### src/rtl/cpu_core_p.sv
// cpu_core_p: small multi-cycle accumulator-style core.
// Two-state instruction cycle (FETCH -> EXEC) with a sticky HALT state,
// NREG general registers of DW bits and a 4-bit status register {V,N,C,Z}.
module cpu_core_p #(
  parameter int DW   = 8,
  parameter int AW   = 16,
  parameter int NREG = 16
) (
  input  logic          clk,
  input  logic          rst_n,
  output logic          imem_req,
  output logic [AW-1:0] imem_addr,
  input  logic          imem_valid,
  input  logic [15:0]   imem_data,
  output logic [3:0]    sreg,
  output logic          halted,
  input  logic [3:0]    dbg_idx,
  output logic [DW-1:0] dbg_data
);

  typedef enum logic [1:0] {
    S_FETCH,
    S_EXEC,
    S_HALT
  } state_e;

  typedef enum logic [3:0] {
    OP_NOP  = 4'h0,
    OP_COM  = 4'h1,
    OP_BRNE = 4'h2,
    OP_HALT = 4'h3,
    OP_NEG  = 4'h4,
    OP_INC  = 4'h5,
    OP_LSR  = 4'h6,
    OP_LSL  = 4'h7,
    OP_MOV  = 4'h8,
    OP_LDI  = 4'h9,
    OP_ADD  = 4'hA,
    OP_ADC  = 4'hB,
    OP_AND  = 4'hC,
    OP_OR   = 4'hD,
    OP_BREQ = 4'hE,
    OP_RJMP = 4'hF
  } op_e;

  localparam logic [DW-1:0] MAX_POS = {1'b0, {(DW-1){1'b1}}};
  localparam logic [DW-1:0] MIN_NEG = {1'b1, {(DW-1){1'b0}}};

  // Architectural and control state
  state_e        state_q, state_d;
  logic          started_q, started_d;
  logic [AW-1:0] ip_q, ip_d;
  logic [15:0]   ir_q, ir_d;
  logic [3:0]    sreg_q, sreg_d;
  logic [DW-1:0] regs_q [NREG];
  logic [DW-1:0] regs_d [NREG];

  // Instruction fields
  op_e           op;
  logic [3:0]    rd_idx;
  logic [3:0]    rs_idx;
  logic [7:0]    imm8;

  // Datapath results
  logic [DW-1:0] rd_val;
  logic [DW-1:0] rs_val;
  logic [DW-1:0] res;
  logic [DW:0]   sum;
  logic          cin;
  logic          wr_en;
  logic          upd_nz;
  logic          c_new;
  logic          v_new;
  logic          z_new;
  logic          n_new;
  logic          br_taken;
  logic [3:0]    sreg_new;
  logic [AW-1:0] ip_next;

  assign op     = op_e'(ir_q[15:12]);
  assign rd_idx = ir_q[11:8];
  assign rs_idx = ir_q[3:0];
  assign imm8   = ir_q[7:0];

  // Operand read; indices beyond NREG read as zero
  always_comb begin
    rd_val = '0;
    rs_val = '0;
    for (int unsigned i = 0; i < NREG; i++) begin
      if (rd_idx == 4'(i)) rd_val = regs_q[i];
      if (rs_idx == 4'(i)) rs_val = regs_q[i];
    end
  end

  // Shared (DW+1)-bit adder for ADD/ADC; carry-out lands in bit DW
  always_comb begin
    cin = (op == OP_ADC) & sreg_q[1];
    sum = {1'b0, rd_val} + {1'b0, rs_val} + (DW+1)'(cin);
  end

  // ALU: result, write enable, flag updates and branch decision
  always_comb begin
    res      = '0;
    wr_en    = 1'b0;
    upd_nz   = 1'b0;
    c_new    = sreg_q[1];
    v_new    = sreg_q[3];
    br_taken = 1'b0;
    case (op)
      OP_NOP:  ;
      OP_COM: begin
        res    = ~rd_val;
        wr_en  = 1'b1;
        upd_nz = 1'b1;
        c_new  = 1'b1;
        v_new  = 1'b0;
      end
      OP_BRNE: br_taken = ~sreg_q[0];
      OP_HALT: ;
      OP_NEG: begin
        res    = '0 - rd_val;
        wr_en  = 1'b1;
        upd_nz = 1'b1;
        c_new  = (res != '0);
        v_new  = (rd_val == MIN_NEG);
      end
      OP_INC: begin
        res    = rd_val + DW'(1);
        wr_en  = 1'b1;
        upd_nz = 1'b1;
        v_new  = (rd_val == MAX_POS);
      end
      OP_LSR: begin
        res    = rd_val >> 1;
        wr_en  = 1'b1;
        upd_nz = 1'b1;
        c_new  = rd_val[0];
        v_new  = 1'b0;
      end
      OP_LSL: begin
        res    = rd_val << 1;
        wr_en  = 1'b1;
        upd_nz = 1'b1;
        c_new  = rd_val[DW-1];
        v_new  = 1'b0;
      end
      OP_MOV: begin
        res   = rs_val;
        wr_en = 1'b1;
      end
      OP_LDI: begin
        res   = DW'(imm8);
        wr_en = 1'b1;
      end
      OP_ADD, OP_ADC: begin
        res    = sum[DW-1:0];
        wr_en  = 1'b1;
        upd_nz = 1'b1;
        c_new  = sum[DW];
        v_new  = (rd_val[DW-1] == rs_val[DW-1]) && (sum[DW-1] != rd_val[DW-1]);
      end
      OP_AND: begin
        res    = rd_val & rs_val;
        wr_en  = 1'b1;
        upd_nz = 1'b1;
        v_new  = 1'b0;
      end
      OP_OR: begin
        res    = rd_val | rs_val;
        wr_en  = 1'b1;
        upd_nz = 1'b1;
        v_new  = 1'b0;
      end
      OP_BREQ: br_taken = sreg_q[0];
      OP_RJMP: br_taken = 1'b1;
      default: ;
    endcase
    z_new    = upd_nz ? (res == '0) : sreg_q[0];
    n_new    = upd_nz ? res[DW-1]   : sreg_q[2];
    sreg_new = {v_new, n_new, c_new, z_new};
    ip_next  = br_taken ? (ip_q + AW'($signed(imm8))) : (ip_q + AW'(1));
  end

  // Next-state logic for the instruction cycle and architectural state
  always_comb begin
    state_d   = state_q;
    started_d = 1'b1;
    ip_d      = ip_q;
    ir_d      = ir_q;
    sreg_d    = sreg_q;
    case (state_q)
      S_FETCH: begin
        if (started_q && imem_valid) begin
          ir_d    = imem_data;
          state_d = S_EXEC;
        end
      end
      S_EXEC: begin
        sreg_d  = sreg_new;
        ip_d    = ip_next;
        state_d = (op == OP_HALT) ? S_HALT : S_FETCH;
      end
      S_HALT: ;
      default: state_d = S_FETCH;
    endcase
  end

  // Register-file next value; out-of-range destinations are dropped
  always_comb begin
    regs_d = regs_q;
    if (state_q == S_EXEC && wr_en) begin
      for (int unsigned i = 0; i < NREG; i++) begin
        if (rd_idx == 4'(i)) regs_d[i] = res;
      end
    end
  end

  // State registers with asynchronous active-low reset
  always_ff @(posedge clk or negedge rst_n) begin
    if (!rst_n) begin
      state_q   <= S_FETCH;
      started_q <= 1'b0;
      ip_q      <= '0;
      ir_q      <= '0;
      sreg_q    <= '0;
      for (int unsigned i = 0; i < NREG; i++) regs_q[i] <= '0;
    end else begin
      state_q   <= state_d;
      started_q <= started_d;
      ip_q      <= ip_d;
      ir_q      <= ir_d;
      sreg_q    <= sreg_d;
      regs_q    <= regs_d;
    end
  end

  // started_q keeps FETCH from requesting until the first edge after reset
  assign imem_req  = started_q && (state_q == S_FETCH);
  assign imem_addr = ip_q;
  assign sreg      = sreg_q;
  assign halted    = (state_q == S_HALT);

  // Debug read port; indices beyond NREG read as zero
  always_comb begin
    dbg_data = '0;
    for (int unsigned i = 0; i < NREG; i++) begin
      if (dbg_idx == 4'(i)) dbg_data = regs_q[i];
    end
  end

endmodule
### config.mk
export PLATFORM = sky130hd
export DESIGN_NAME = cpu_core_p
export DESIGN_NICKNAME = d
export VERILOG_FILES = /design/src/rtl/cpu_core_p.sv
export SDC_FILE = /design/constraint.sdc
export NUM_CORES = 1
export LEC_CHECK = 0
export ABC_CLOCK_PERIOD_IN_PS = 6270
export BUFFER_PORTS_ARGS = -buffer_cell sky130_fd_sc_hd__clkbuf_2
export CORE_ASPECT_RATIO = 1.5
export CORE_MARGIN = 2
export CORE_UTILIZATION = 35
export DETAILED_ROUTE_END_ITERATION = 8
export PLACE_DENSITY_LB_ADDON = 0.05
export SLEW_MARGIN = 15
export SYNTH_ARGS = -nofsm -noshare
export SYNTH_HDL_FRONTEND = slang
export SYNTH_SLANG_ARGS = --single-unit
### constraint.sdc
create_clock -name clk -period 6.27 [get_ports clk]
set_input_delay 1.254 -clock clk [delete_from_list [all_inputs] [get_ports clk]]
set_output_delay 1.254 -clock clk [all_outputs]
set_load 0.02 [all_outputs]
# After elaboration in Yosys (flattened, before gate mapping)

Index checks and enable logic that the tools add are counted.

Input port bits: 23
Register bits: 167
Output and inout bits: 30
Logic and storage cells: 197

Equality and inequality tests: 67
Reduce and logical (&&, ||, !) cells: 37
Muxes and demuxes: 58
Bitwise operators: 6
$add $sub $neg: 6

Operators with widths:

| operator                                                          | number |
|---|---|
| 8-bit two-way mux                                                 | 48 |
| 4-bit == test, second input constant                              | 32 |
| 8-bit one-hot mux with 10 select lines                            | 1 |
| 4-bit by 3-bit == test with 1-bit output, second input constant   | 16 |
| 2-bit AND reduction                                               | 21 |
| 4-bit by 2-bit == test with 1-bit output, second input constant   | 8 |
| 16-bit by 1-bit adder with 16-bit output, second input constant   | 1 |
| 16-bit adder                                                      | 1 |
| 4-bit by 1-bit == test with 1-bit output, second input constant   | 4 |
| 16-bit two-way mux                                                | 1 |
| 4-bit zero test                                                   | 3 |
| 11-bit OR reduction                                               | 1 |
| 8-bit by 8-bit adder with 9-bit output                            | 1 |
| 9-bit by 1-bit adder with 9-bit output                            | 1 |
| 9-bit OR reduction                                                | 1 |
| 8-bit by 1-bit adder with 8-bit output, second input constant     | 1 |
| 8-bit AND                                                         | 1 |
| 8-bit by 7-bit == test with 1-bit output, second input constant   | 1 |
| 8-bit == test, second input constant                              | 1 |
| 8-bit zero test                                                   | 1 |
| 8-bit NOT                                                         | 1 |
| 8-bit bitwise OR                                                  | 1 |
| 8-bit nonzero test                                                | 1 |
| 1-bit by 8-bit subtractor with 8-bit output, first input constant | 1 |
| other kinds (19)                                                  | 25 |

# Logic depth before layout (Yosys ltp)

Word-level depth: 22
Mapped depth: 22
Gate-level depth less buffers: 18

# Worst setup path before layout

OpenSTA, ideal clock, no wires.

Path kind: input -> output
Start: input port dbg_idx[0]
End: output port dbg_data[0]
Arrival time: 3516 ps
Data required time: 5016 ps
Setup slack: 1500 ps
Buffers on the path: 5
Stages: 7
Path through: clkbuf_1 -> buf_1 -> buf_1 -> buf_1 -> buf_1 -> mux2i_1 -> o21ai_0

Cells in the longest elaborated chain, start to end: 17
Elaborated cells between the ends (all ways): 32
Those cells by class: 15 x eq/ne; 16 x mux; 1 x reduce/logical

RTL lines:

| item                             | RTL line | text |
|---|---|---|
| from (decl)                      | 17       | `input logic [3:0] dbg_idx,` |
| 4-bit zero test                  | 247      | `if (dbg_idx == 4'(i)) dbg_data = regs_q[i];` |
| 8-bit two-way mux (15 in series) | 247      |  |
| 8-bit two-way mux *              | 247      |  |
| to (decl)                        | 18       | `output logic [DW-1:0] dbg_data` |

Mark *: on every way between the ends. The rest lies on a longest branch, timed or not.

# Worst setup path after layout

Start: input port dbg_idx[3]
End: output port dbg_data[7]

Same word-level chain as after synthesis.

==> results.cfg <==
[clock_network]
cts_resized = 0
cts_buffer_depth = 2
clk_pin_slew_worst_paths_ns = 0.08
cts_tree = done
root_buffer = clkbuf_16
ctsHoldBuffers = 0
clock_sinks = 167
cts_buffers = 17
insertion_delay_ns = 0.46
h-tree-depth = 4
post_cts_buffers = 0

[power_and_ir_drop]
p_total_w = 0.00660
cellPowerDensity_mw_per_mm2 = 479
leakage_nw = 5.78
switching_share = 0.505
p_comb_frac = 0.497
p_int_w = 0.00327
peakVddDrop_v = 0.000177
pwr-share-seq = 0.328
clockPowerShare = 0.175
power_switching_w = 0.00333

[floorplan]
start_util = 0.355
coreArea_mm2 = 0.0350
ios = 53
dieArea_mm2 = 0.0371
dieWidth_um = 158
die-height_um = 235
row_count = 84

[global_routing]
antenna_found_initial = 0
overflow = 0
grt_max_degree = 61
grt_pass1_wl_um = 81900
grt_pass1_vias = 11900
grt_use_total = 0.305

[sta]
max_slew_margin = 0.330
hold_viol = 0
skew_ns = 0.0118
max_freq_mhz = 186
setup_tns_ns = 0
grt_setup_unrepaired = false
setup_viol = 0
period_needed_ns = 5.38
drv_slew = 0
min_period_over_period = 0.858
worst_slew_pin_slew_ns = 1.01

[worst_setup_path]
cp-end-kind = output pin
r2r_cells = 18
worstPathRequired_ns = 5.02
reg2reg_to = sreg[0]$_DFFE_PN0P_
cp_max_fo = 22
r2r-start = ir_q[10]$_DFFE_PN0P_
path_class = input port to output pin
critPathArrivalTime_ns = 4.13
r2r_setup_slack_ns = 0.94
crit_path_start_kind = input port

[yosys]
synth_seq_cells = 167
ys_types = 97
yosysTopAreaCellShare = 0.336
synth_ff_type = dfrtp_1
netlist_area_mm2 = 0.0124
synth_seq_area_share = 0.336
async_reset_ff_frac = 1.00
postSynthCellCount = 1521
synth_warnings = 0
synth_edf_count = 0
synthTopCellsByArea = dfrtp_1 34%, o21ai_0 8.1%, nand2_1 6.6%
synth_top_area_cell = dfrtp_1
syn_nets = 1581
postSynthAreaPerCell_um2 = 8.17

[drt]
top_layer = met4
wl_um = 56200
drtIter0Drc = 940
vias = 12300
met2_length_um = 27800
antenna_left = 0
met3_length_um = 2470
met1_length_um = 21400
firstDrtPassIters = 5
drc = 0
via_per_inst = 6.14
detail_route.wl_per_cell_um = 27.9

[place]
gp_congestion = 0.993
placed_area_mm2 = 0.0132
place_hpwl_um = 42700
io_buffers = 52

[hold_path]
min_path_type = flop to flop
holdPathStages = 1
hp-start = imem_addr[15]$_DFFE_PN0P_
hold_end = imem_addr[15]$_DFFE_PN0P_

[final_layout]
multiInputGateArea_mm2 = 0.00751
final_area_mm2 = 0.0138
layout_common_cells = 219 x nand2_1, 202 x o21ai_0, 163 x dfrtp_1
syn_to_final_growth_pct = 10.9
seq_area_mm2 = 0.00418
layout_commonest_cell = nand2_1
fillers = 3632
fin_nets = 1585
layout-drive-gt1-share = 0.136
diodes = 0

[run]
maxCapViolCount = 0

[run_status]
outcome = complete, no violations
[worst max-delay path, cell delays in order]
cell      delay, ns
clkbuf_2       0.31
nor2b_1        0.65
and2_1         0.34
a221o_1        0.18
a311oi_1       0.05
a21oi_1        0.20
o221a_2        0.21
a21oi_1        0.04
o21ai_0        0.60
clkbuf_2       0.29
[cells by family after synthesis]
logic type,share of synthesized area
AOI/OAI and AO/OA,0.277
xor gates and xnor gates,0.0120
adders and majority gates,0.0391
buffers and inverters,0.0597
DFF,0.336
muxes,0.0793
other,0.000302
and+or+nand+nor,0.197
[cell type report]
cell class | instances | share of cell area
well taps | 473 | 0.0429
clock inverters | 12 | 0.0121
clock buffers | 20 | 0.0324
flip-flops and latches | 167 | 0.304
inverters | 55 | 0.0150
multi-input cells | 1179 | 0.545
repair buffers | 105 | 0.0493
[per-stage QoR]
stage,instances,util,hold WS (ns),worst slack (ns)
2_1_floorplan,1521,-,0.466,1.50
3_3_place_gp,1979,0.376,0.467,1.01
3_5_place_dp,1979,0.376,0.463,0.968
4_1_cts,2011,0.394,0.482,0.963
5_1_grt,2011,0.394,0.501,0.566
6_report,2011,0.394,0.477,0.889
[sequential cells by signal (all words and copies together) (netlist names)]
register and count:
state_q 2, imem_addr 16, sreg 4, started_q 1, ir_q 16, regs_q 128
[how the worst max path moves through the flow]
stage,from,to,slack (ns),cells past startpoint
final,dbg_idx[3],dbg_data[7],0.89,10
after global routing,ir_q[10]$_DFFE_PN0P_,regs_q[6]$_DFFE_PN0P_,0.57,18
after CTS,dbg_idx[2],dbg_data[7],0.96,12
after detailed placement,dbg_idx[2],dbg_data[7],0.97,12
after global placement,dbg_idx[2],dbg_data[7],1.01,12
after floorplan,dbg_idx[0],dbg_data[0],1.50,7
[metal layers]
layer / vias to the layer above / GRT usage
met1: 6069 / 0.354
li1: 5570 / -
met4: 0 / 0.210
met5: - / 0
met2: 517 / 0.514
met3: 192 / 0.0395
[cells in the mapped netlist (all sizes together), types with 7 or more instances]
library cell,instances
a211oi,7
a21o,8
a21oi,84
a221o,15
a221oi,14
a22oi,19
a2bb2oi,7
a31oi,12
and2,14
and3,9
buf,48
clkbuf,72
dfrtp,167
ha,34
inv,53
mux2,32
mux2i,40
mux4,10
nand2,220
nand2b,23
nand3,42
nand4,7
nor2,93
nor2b,27
nor3,37
o211ai,27
o21a,8
o21ai,211
o22ai,16
o311ai,7
o31ai,13
or3,13
xnor2,11
[power groups by stage]
stage	sequential [W]	clock, W	combinational [W]
after floorplan	0.00181	0	0.00219
after global placement	0.00216	0	0.00324
after detailed placement	0.00215	0	0.00326
after CTS	0.00214	0.00117	0.00327
after global routing	0.00218	0.00121	0.00356
final	0.00217	0.00115	0.00328
No activity file was read; power rests on OpenSTA's default activity.
